[config.mk]
export PLATFORM = sky130hd
export DESIGN_NAME = unified_cache_request_arbiter
export DESIGN_NICKNAME = d
export VERILOG_FILES = /design/src/rtl/unified_cache_request_arbiter_pkg.sv /design/src/rtl/unified_cache_request_arbiter_rr_picker.sv /design/src/rtl/unified_cache_request_arbiter.sv
export SDC_FILE = /design/constraint.sdc
export NUM_CORES = 1
export LEC_CHECK = 0
export CORE_ASPECT_RATIO = 1.1
export CORE_MARGIN = 5
export CORE_UTILIZATION = 39
export DETAILED_ROUTE_END_ITERATION = 10
export HOLD_SLACK_MARGIN = 0.12
export MAX_ROUTING_LAYER = met4
export PLACE_DENSITY = 0.82
export SLEW_MARGIN = 20
export SYNTH_ARGS = -nofsm -noshare
export SYNTH_HDL_FRONTEND = slang
export SYNTH_SLANG_ARGS = --single-unit
[constraint.sdc]
create_clock -name clk_in -period 2.2 [get_ports clk_in]
set_clock_uncertainty 0.2 [all_clocks]
set_input_delay 0.33 -clock clk_in [delete_from_list [all_inputs] [get_ports clk_in]]
set_output_delay 0.33 -clock clk_in [all_outputs]
set_load 0.01 [all_outputs]
[src/rtl/unified_cache_request_arbiter_pkg.sv]
// Shared definitions for the unified cache request arbiter: packet geometry,
// grant source codes, FSM state codes and the one-hot grant vector.
`timescale 1ns/1ps
package unified_cache_request_arbiter_pkg;

    localparam int unsigned UNIFIED_CACHE_PACKET_WIDTH_IN_BITS = 32;
    localparam int unsigned UNIFIED_CACHE_PACKET_VALID_POS     = 31;

    typedef enum logic [1:0] {
        GRANT_NONE   = 2'd0,
        GRANT_INST   = 2'd1,
        GRANT_DATA   = 2'd2,
        GRANT_REFILL = 2'd3
    } grant_src_e;

    typedef enum logic {
        STATE_IDLE = 1'b0,
        STATE_HOLD = 1'b1
    } arb_state_e;

    typedef struct packed {
        logic refill;
        logic data;
        logic inst;
    } src_vec_t;

endpackage

[src/rtl/unified_cache_request_arbiter_rr_picker.sv]
// Combinational winner selection: refill first unless forced to round-robin,
// then inst/data ordered by rr_ptr. Output is one-hot (or zero).
`timescale 1ns/1ps
module unified_cache_rr_picker
    import unified_cache_request_arbiter_pkg::*;
(
    input  logic     inst_eligible,
    input  logic     data_eligible,
    input  logic     refill_eligible,
    input  logic     rr_ptr,
    input  logic     force_rr,
    output src_vec_t grant_c
);

    always_comb begin
        grant_c = '0;
        if (refill_eligible && !(force_rr && (inst_eligible || data_eligible))) begin
            grant_c.refill = 1'b1;
        end else if (inst_eligible && (!data_eligible || !rr_ptr)) begin
            grant_c.inst = 1'b1;
        end else if (data_eligible) begin
            grant_c.data = 1'b1;
        end
    end

endmodule

[src/rtl/unified_cache_request_arbiter.sv]
// Arbitrates inst/data/refill packets onto the single main_ctrl request port.
// Optional refill starvation guard enabled by defining ANTI_STARVATION_EN.
`timescale 1ns/1ps
module unified_cache_request_arbiter
    import unified_cache_request_arbiter_pkg::*;
#(
    parameter int unsigned PACKET_WIDTH_IN_BITS = UNIFIED_CACHE_PACKET_WIDTH_IN_BITS
`ifdef ANTI_STARVATION_EN
    ,
    parameter int unsigned STARVE_LIMIT     = 4,
    parameter int unsigned STARVE_CNT_WIDTH = 3
`endif
)
(
    input  logic                            clk_in,
    input  logic                            reset_in,
    input  logic [PACKET_WIDTH_IN_BITS-1:0] inst_req_in,
    output logic                            ack_inst_out,
    input  logic [PACKET_WIDTH_IN_BITS-1:0] data_req_in,
    output logic                            ack_data_out,
    input  logic [PACKET_WIDTH_IN_BITS-1:0] refill_req_in,
    output logic                            ack_refill_out,
    output logic [PACKET_WIDTH_IN_BITS-1:0] request_out,
    input  logic                            ack_from_ctrl,
    output logic [1:0]                      grant_src_out
);

    localparam int unsigned VALID_POS = UNIFIED_CACHE_PACKET_VALID_POS;

    arb_state_e state;
    logic       rr_ptr;
    logic       force_rr_c;
    logic       load_c;
    logic       inst_eligible_c;
    logic       data_eligible_c;
    logic       refill_eligible_c;
    src_vec_t   grant_c;

    // A source whose ack is high this cycle still shows its stale, already-taken entry.
    assign inst_eligible_c   = inst_req_in[VALID_POS]   & ~ack_inst_out;
    assign data_eligible_c   = data_req_in[VALID_POS]   & ~ack_data_out;
    assign refill_eligible_c = refill_req_in[VALID_POS] & ~ack_refill_out;

    assign load_c = (state == STATE_IDLE) | ack_from_ctrl;

    unified_cache_rr_picker u_picker (
        .inst_eligible   (inst_eligible_c),
        .data_eligible   (data_eligible_c),
        .refill_eligible (refill_eligible_c),
        .rr_ptr          (rr_ptr),
        .force_rr        (force_rr_c),
        .grant_c         (grant_c)
    );

`ifdef ANTI_STARVATION_EN
    logic [STARVE_CNT_WIDTH-1:0] starve_cnt;

    assign force_rr_c = (starve_cnt == STARVE_CNT_WIDTH'(STARVE_LIMIT));

    // Counts refill wins over waiting inst/data; saturates at the limit.
    always_ff @(posedge clk_in or posedge reset_in) begin
        if (reset_in) begin
            starve_cnt <= '0;
        end else if (load_c) begin
            if (grant_c.inst || grant_c.data) begin
                starve_cnt <= '0;
            end else if (grant_c.refill && (inst_eligible_c || data_eligible_c) && !force_rr_c) begin
                starve_cnt <= starve_cnt + STARVE_CNT_WIDTH'(1);
            end
        end
    end
`else
    assign force_rr_c = 1'b0;
`endif

    // Request holding register, ack pulses and round-robin pointer.
    always_ff @(posedge clk_in or posedge reset_in) begin
        if (reset_in) begin
            state          <= STATE_IDLE;
            request_out    <= '0;
            grant_src_out  <= GRANT_NONE;
            ack_inst_out   <= 1'b0;
            ack_data_out   <= 1'b0;
            ack_refill_out <= 1'b0;
            rr_ptr         <= 1'b0;
        end else begin
            ack_inst_out   <= 1'b0;
            ack_data_out   <= 1'b0;
            ack_refill_out <= 1'b0;
            if (load_c) begin
                if (grant_c.refill) begin
                    request_out    <= refill_req_in;
                    grant_src_out  <= GRANT_REFILL;
                    ack_refill_out <= 1'b1;
                    state          <= STATE_HOLD;
                end else if (grant_c.inst) begin
                    request_out    <= inst_req_in;
                    grant_src_out  <= GRANT_INST;
                    ack_inst_out   <= 1'b1;
                    rr_ptr         <= 1'b1;
                    state          <= STATE_HOLD;
                end else if (grant_c.data) begin
                    request_out    <= data_req_in;
                    grant_src_out  <= GRANT_DATA;
                    ack_data_out   <= 1'b1;
                    rr_ptr         <= 1'b0;
                    state          <= STATE_HOLD;
                end else begin
                    request_out    <= '0;
                    grant_src_out  <= GRANT_NONE;
                    state          <= STATE_IDLE;
                end
            end
        end
    end

endmodule

==> report_table.html <==
<table>
<tr><th>Metric</th><th>Value</th></tr>
<tr><th colspan="2">Cells and area</th></tr>
<tr><td>Number of inserted diodes</td><td>0</td></tr>
<tr><td>Area growth syn-to-layout</td><td>63.2%</td></tr>
<tr><td>Util after Layout</td><td>64.4%</td></tr>
<tr><td>Net count of the finished layout</td><td>482</td></tr>
<tr><td>Non-filler cells, final</td><td>464</td></tr>
<tr><td>Most common cell after layout, fill and taps aside</td><td>sky130_fd_sc_hd__clkdlybuf4s50_1</td></tr>
<tr><td>Layout cells sized above 1</td><td>10.7%</td></tr>
<tr><td>Most frequent cells in the layout</td><td>sky130_fd_sc_hd__clkdlybuf4s50_1, sky130_fd_sc_hd__nand3b_1, sky130_fd_sc_hd__dfrtp_1</td></tr>
<tr><th colspan="2">STA</th></tr>
<tr><td>Slew at the pin closest to its max-slew limit</td><td>496 ps</td></tr>
<tr><td>Worst hold slack</td><td>256 ps</td></tr>
<tr><td>Post-route clock period utilization</td><td>91.1%</td></tr>
<tr><td>RSZ-0062 raised after global routing</td><td>no</td></tr>
<tr><td>Final count of pins violating max slew</td><td>0</td></tr>
<tr><td>Maximum clock frequency</td><td>499 MHz</td></tr>
<tr><td>Final setup violation count</td><td>0</td></tr>
<tr><td>Total count of hold-check failures in the final report</td><td>0</td></tr>
<tr><td>Post-layout minimum cycle time</td><td>2010 ps</td></tr>
<tr><td>Total Neg Setup Slack</td><td>0 ps</td></tr>
<tr><td>Max-slew headroom at the worst pin</td><td>67.0%</td></tr>
<tr><th colspan="2">Global route</th></tr>
<tr><td>Vias in the first global route</td><td>2654</td></tr>
<tr><td>Largest net degree at the start of global routing</td><td>40</td></tr>
<tr><td>Met3 routing resource usage after global routing</td><td>5.96%</td></tr>
<tr><td>Antenna violations before repair</td><td>0</td></tr>
<tr><td>Global routing met1 resource utilization</td><td>27.0%</td></tr>
<tr><td>GRT Total Usage</td><td>21.6%</td></tr>
<tr><td>Wire length of the first global-routing pass</td><td>13200 um</td></tr>
<tr><td>Most congested layer reported by global routing</td><td>met2</td></tr>
<tr><td>Global Route met2 Usage</td><td>34.1%</td></tr>
<tr><td>Global-route congestion overflow total</td><td>0</td></tr>
<tr><th colspan="2">Power and ir drop</th></tr>
<tr><td>Part of the total power dissipated in sequential elements</td><td>37.7%</td></tr>
<tr><td>Combinational Power Share</td><td>40.1%</td></tr>
<tr><td>Clk pwr share</td><td>22.2%</td></tr>
<tr><td>Total power of the final layout</td><td>2410 uW</td></tr>
<tr><td>Cell leakage power</td><td>0.00153 uW</td></tr>
<tr><td>Net load switching power</td><td>732 uW</td></tr>
<tr><td>Maximum vdd drop</td><td>0.000314 V</td></tr>
<tr><td>Proportion of total power due to net switching</td><td>30.3%</td></tr>
<tr><td>Cell Int Power</td><td>1680 uW</td></tr>
<tr><td>Total power density per cell area</td><td>616 nW/um2</td></tr>
<tr><th colspan="2">Route</th></tr>
<tr><td>Final wirelength</td><td>8300 um</td></tr>
<tr><td>Vias after detailed routing</td><td>2556</td></tr>
<tr><td>Vias per cell</td><td>5.51</td></tr>
<tr><td>Routed wire length per instance</td><td>17.9 um</td></tr>
<tr><td>Starting DRC count in detailed routing</td><td>140</td></tr>
<tr><td>Antenna Nets Post-Route</td><td>0</td></tr>
<tr><td>Number of detailed-routing iterations run before antenna repair</td><td>4</td></tr>
<tr><td>Residual DRC</td><td>0</td></tr>
<tr><th colspan="2">Yosys</th></tr>
<tr><td>Number of cells produced by synthesis</td><td>249</td></tr>
<tr><td>Cell type with the highest aggregate area in the netlist</td><td>sky130_fd_sc_hd__dfrtp_1</td></tr>
<tr><td>Syn avg cell area</td><td>9.64 um2</td></tr>
<tr><td>Async set or reset register ratio after synthesis</td><td>100%</td></tr>
<tr><td>Proportion of netlist area held by the largest area contributor</td><td>40.6%</td></tr>
<tr><td>Number of distinct library cells after synthesis</td><td>29</td></tr>
<tr><td>Post-Synthesis Cell Area</td><td>2400 um2</td></tr>
<tr><td>Synthesis-stage register bit count</td><td>39</td></tr>
<tr><td>Primary FF master, synth</td><td>sky130_fd_sc_hd__dfrtp_1</td></tr>
<tr><td>Sequential element share of the synthesized area</td><td>40.6%</td></tr>
<tr><td>Cell types with the largest area share after synthesis</td><td>sky130_fd_sc_hd__dfrtp_1, sky130_fd_sc_hd__nand3b_1, sky130_fd_sc_hd__a221o_1</td></tr>
<tr><td>Number of flops mapped to enable cells by yosys</td><td>0</td></tr>
<tr><td>Total of warnings raised by yosys</td><td>0</td></tr>
<tr><td>Net count after synthesis</td><td>348</td></tr>
<tr><th colspan="2">Clocking</th></tr>
<tr><td>Hold buffer count at CTS</td><td>0</td></tr>
<tr><td>Clk_lat worst skew</td><td>290 ps</td></tr>
<tr><td>Post-CTS resize count</td><td>0</td></tr>
<tr><td>CTS Buffer Depth</td><td>2</td></tr>
<tr><td>CTS Buf Count</td><td>5</td></tr>
<tr><td>CTS H-tree lvls</td><td>2</td></tr>
<tr><td>TritonCTS clock tree</td><td>done</td></tr>
<tr><td>Clock tree root buffer cell</td><td>sky130_fd_sc_hd__clkbuf_8</td></tr>
<tr><td>Clock transition at the register clock pins on the worst setup and hold paths after CTS</td><td>80 ps</td></tr>
<tr><td>Post-CTS setup buffer count</td><td>0</td></tr>
<tr><td>Sinks on Clock Net</td><td>39</td></tr>
<tr><th colspan="2">Worst setup path</th></tr>
<tr><td>Largest stage delay, worst path</td><td>620 ps</td></tr>
<tr><td>Flop2flop setup slack</td><td>450 ps</td></tr>
<tr><td>Crit Path Max Fanout</td><td>14</td></tr>
<tr><td>Critical path start-end classification</td><td>reg -&gt; out</td></tr>
<tr><td>Cell family with most CP delay</td><td>buffers and inverters</td></tr>
<tr><td>Critical path, cell by cell</td><td>clkdlybuf4s50_1</td></tr>
<tr><td>Crit path max-delay cell type</td><td>sky130_fd_sc_hd__clkdlybuf4s50_1</td></tr>
<tr><td>Arr. time, crit path</td><td>1480 ps</td></tr>
<tr><td>Capturing element type of the critical path</td><td>output port</td></tr>
<tr><td>CP Launch Type</td><td>flip-flop</td></tr>
<tr><td>Required time of the critical path</td><td>1670 ps</td></tr>
<tr><td>CP Buf/Inv Count</td><td>1</td></tr>
<tr><th colspan="2">Place</th></tr>
<tr><td>Placed wire-length estimate after detailed placement</td><td>6280 um</td></tr>
<tr><td>Quantity of I/O buffers inserted on ports</td><td>135</td></tr>
<tr><td>Instance count after placement with tap cells included</td><td>456</td></tr>
<tr><td>Placer's final routability congestion estimate</td><td>0.802</td></tr>
<tr><th colspan="2">Run</th></tr>
<tr><td>Max Cap Viol</td><td>0</td></tr>
<tr><th colspan="2">Status</th></tr>
<tr><td>Result of the run</td><td>finished clean</td></tr>
<tr><th colspan="2">Floorplanning</th></tr>
<tr><td>Top-level I/O count</td><td>136</td></tr>
<tr><td>Core box area</td><td>6080 um2</td></tr>
<tr><td>Die area</td><td>7830 um2</td></tr>
<tr><td>Site Rows</td><td>30</td></tr>
<tr><td>Initial Utilization</td><td>39.5%</td></tr>
<tr><td>Die H</td><td>92.3 um</td></tr>
<tr><td>Horizontal extent of the die</td><td>84.8 um</td></tr>
<tr><th colspan="2">Hold path</th></tr>
<tr><td>Hold Path Class</td><td>in -&gt; async</td></tr>
</table>
==> worst paths after layout <==
kind	from	to	cells past startpoint
worst max-delay path	ack_data_out	ack_data_out	1
worst min-delay path	reset_in	ack_refill_out	3
worst max register to register	ack_data_out	request_out[30]	4
worst min register to register	request_out[31]	request_out[31]	1
max in group asynchronous	reset_in	request_out[16]	3
min in group clk_in	request_out[31]	request_out[31]	1
==> through the flow <==
step           setup WS [ps]  cell area [um2]
2_1_floorplan            506             2400
3_3_place_gp             161             3820
3_5_place_dp            99.1             3820
4_1_cts                  165             3920
5_1_grt                  112             3920
6_report                 195             3920
==> per-layer routing <==
metal	share of wire, %	wire length (um)	up-vias
met5	0	0	-
met2	49	4060	132
met4	1.8	150	0
met3	9.1	754	15
met1	40	3330	1198
li1	-	-	1211
==> sequential cells by signal, summed over array words and instances, names as in the netlist <==
name,flops
ack_inst_out,1
ack_data_out,1
rr_ptr,1
ack_refill_out,1
state,1
request_out,32
grant_src_out,2
==> power by group through the flow <==
stage / sequential (uW) / clock [uW] / combinational (uW)
detailed placement: 923 / 0 / 972
global route: 929 / 570 / 1040
finish: 909 / 536 / 969
CTS: 911 / 542 / 977
floorplan: 960 / 0 / 419
global placement: 919 / 0 / 958
==> synth_stat cells, types with 2 or more instances <==
master,count
sky130_fd_sc_hd__buf_6,5
sky130_fd_sc_hd__clkbuf_1,6
sky130_fd_sc_hd__and2_1,11
sky130_fd_sc_hd__nor2_1,16
sky130_fd_sc_hd__a221o_1,19
sky130_fd_sc_hd__and2_2,9
sky130_fd_sc_hd__a311oi_1,12
sky130_fd_sc_hd__a31oi_1,2
sky130_fd_sc_hd__nand2_1,3
sky130_fd_sc_hd__nand3b_1,39
sky130_fd_sc_hd__nor2b_1,3
sky130_fd_sc_hd__buf_2,13
sky130_fd_sc_hd__a21oi_1,2
sky130_fd_sc_hd__nand2b_1,2
sky130_fd_sc_hd__dfrtp_1,39
sky130_fd_sc_hd__nand3_1,24
sky130_fd_sc_hd__clkbuf_8,3
sky130_fd_sc_hd__nor3_1,12
sky130_fd_sc_hd__o22ai_1,19
==> worst min-delay path, delay by kind of cell <==
| kind | cells | cell delay, ps |
|---|---|---|
| buffers and inverters | 3 | 870 |
==> cell type report <==
class	instances	area, um2
Fill cell	527	2160
Tap cell	80	100
Timing Repair Buffer	157	1530
Multi-Input combinational cell	179	1210
Sequential cell	39	976
Inverter	1	3.75
Clock buffer	8	100
==> logic make-up (layout without fill, tap and decap cells) <==
kind of cell / count (synthesis) / count (layout) / synth area share (%)
AND/OR/NAND/NOR: 124 / 124 / 31.7
buffers and inverters: 31 / 166 / 9.07
AO/OA/AOI/OAI: 55 / 55 / 18.6
flip-flops: 39 / 39 / 40.6
Note: power is estimated with default switching activity, not from simulation.
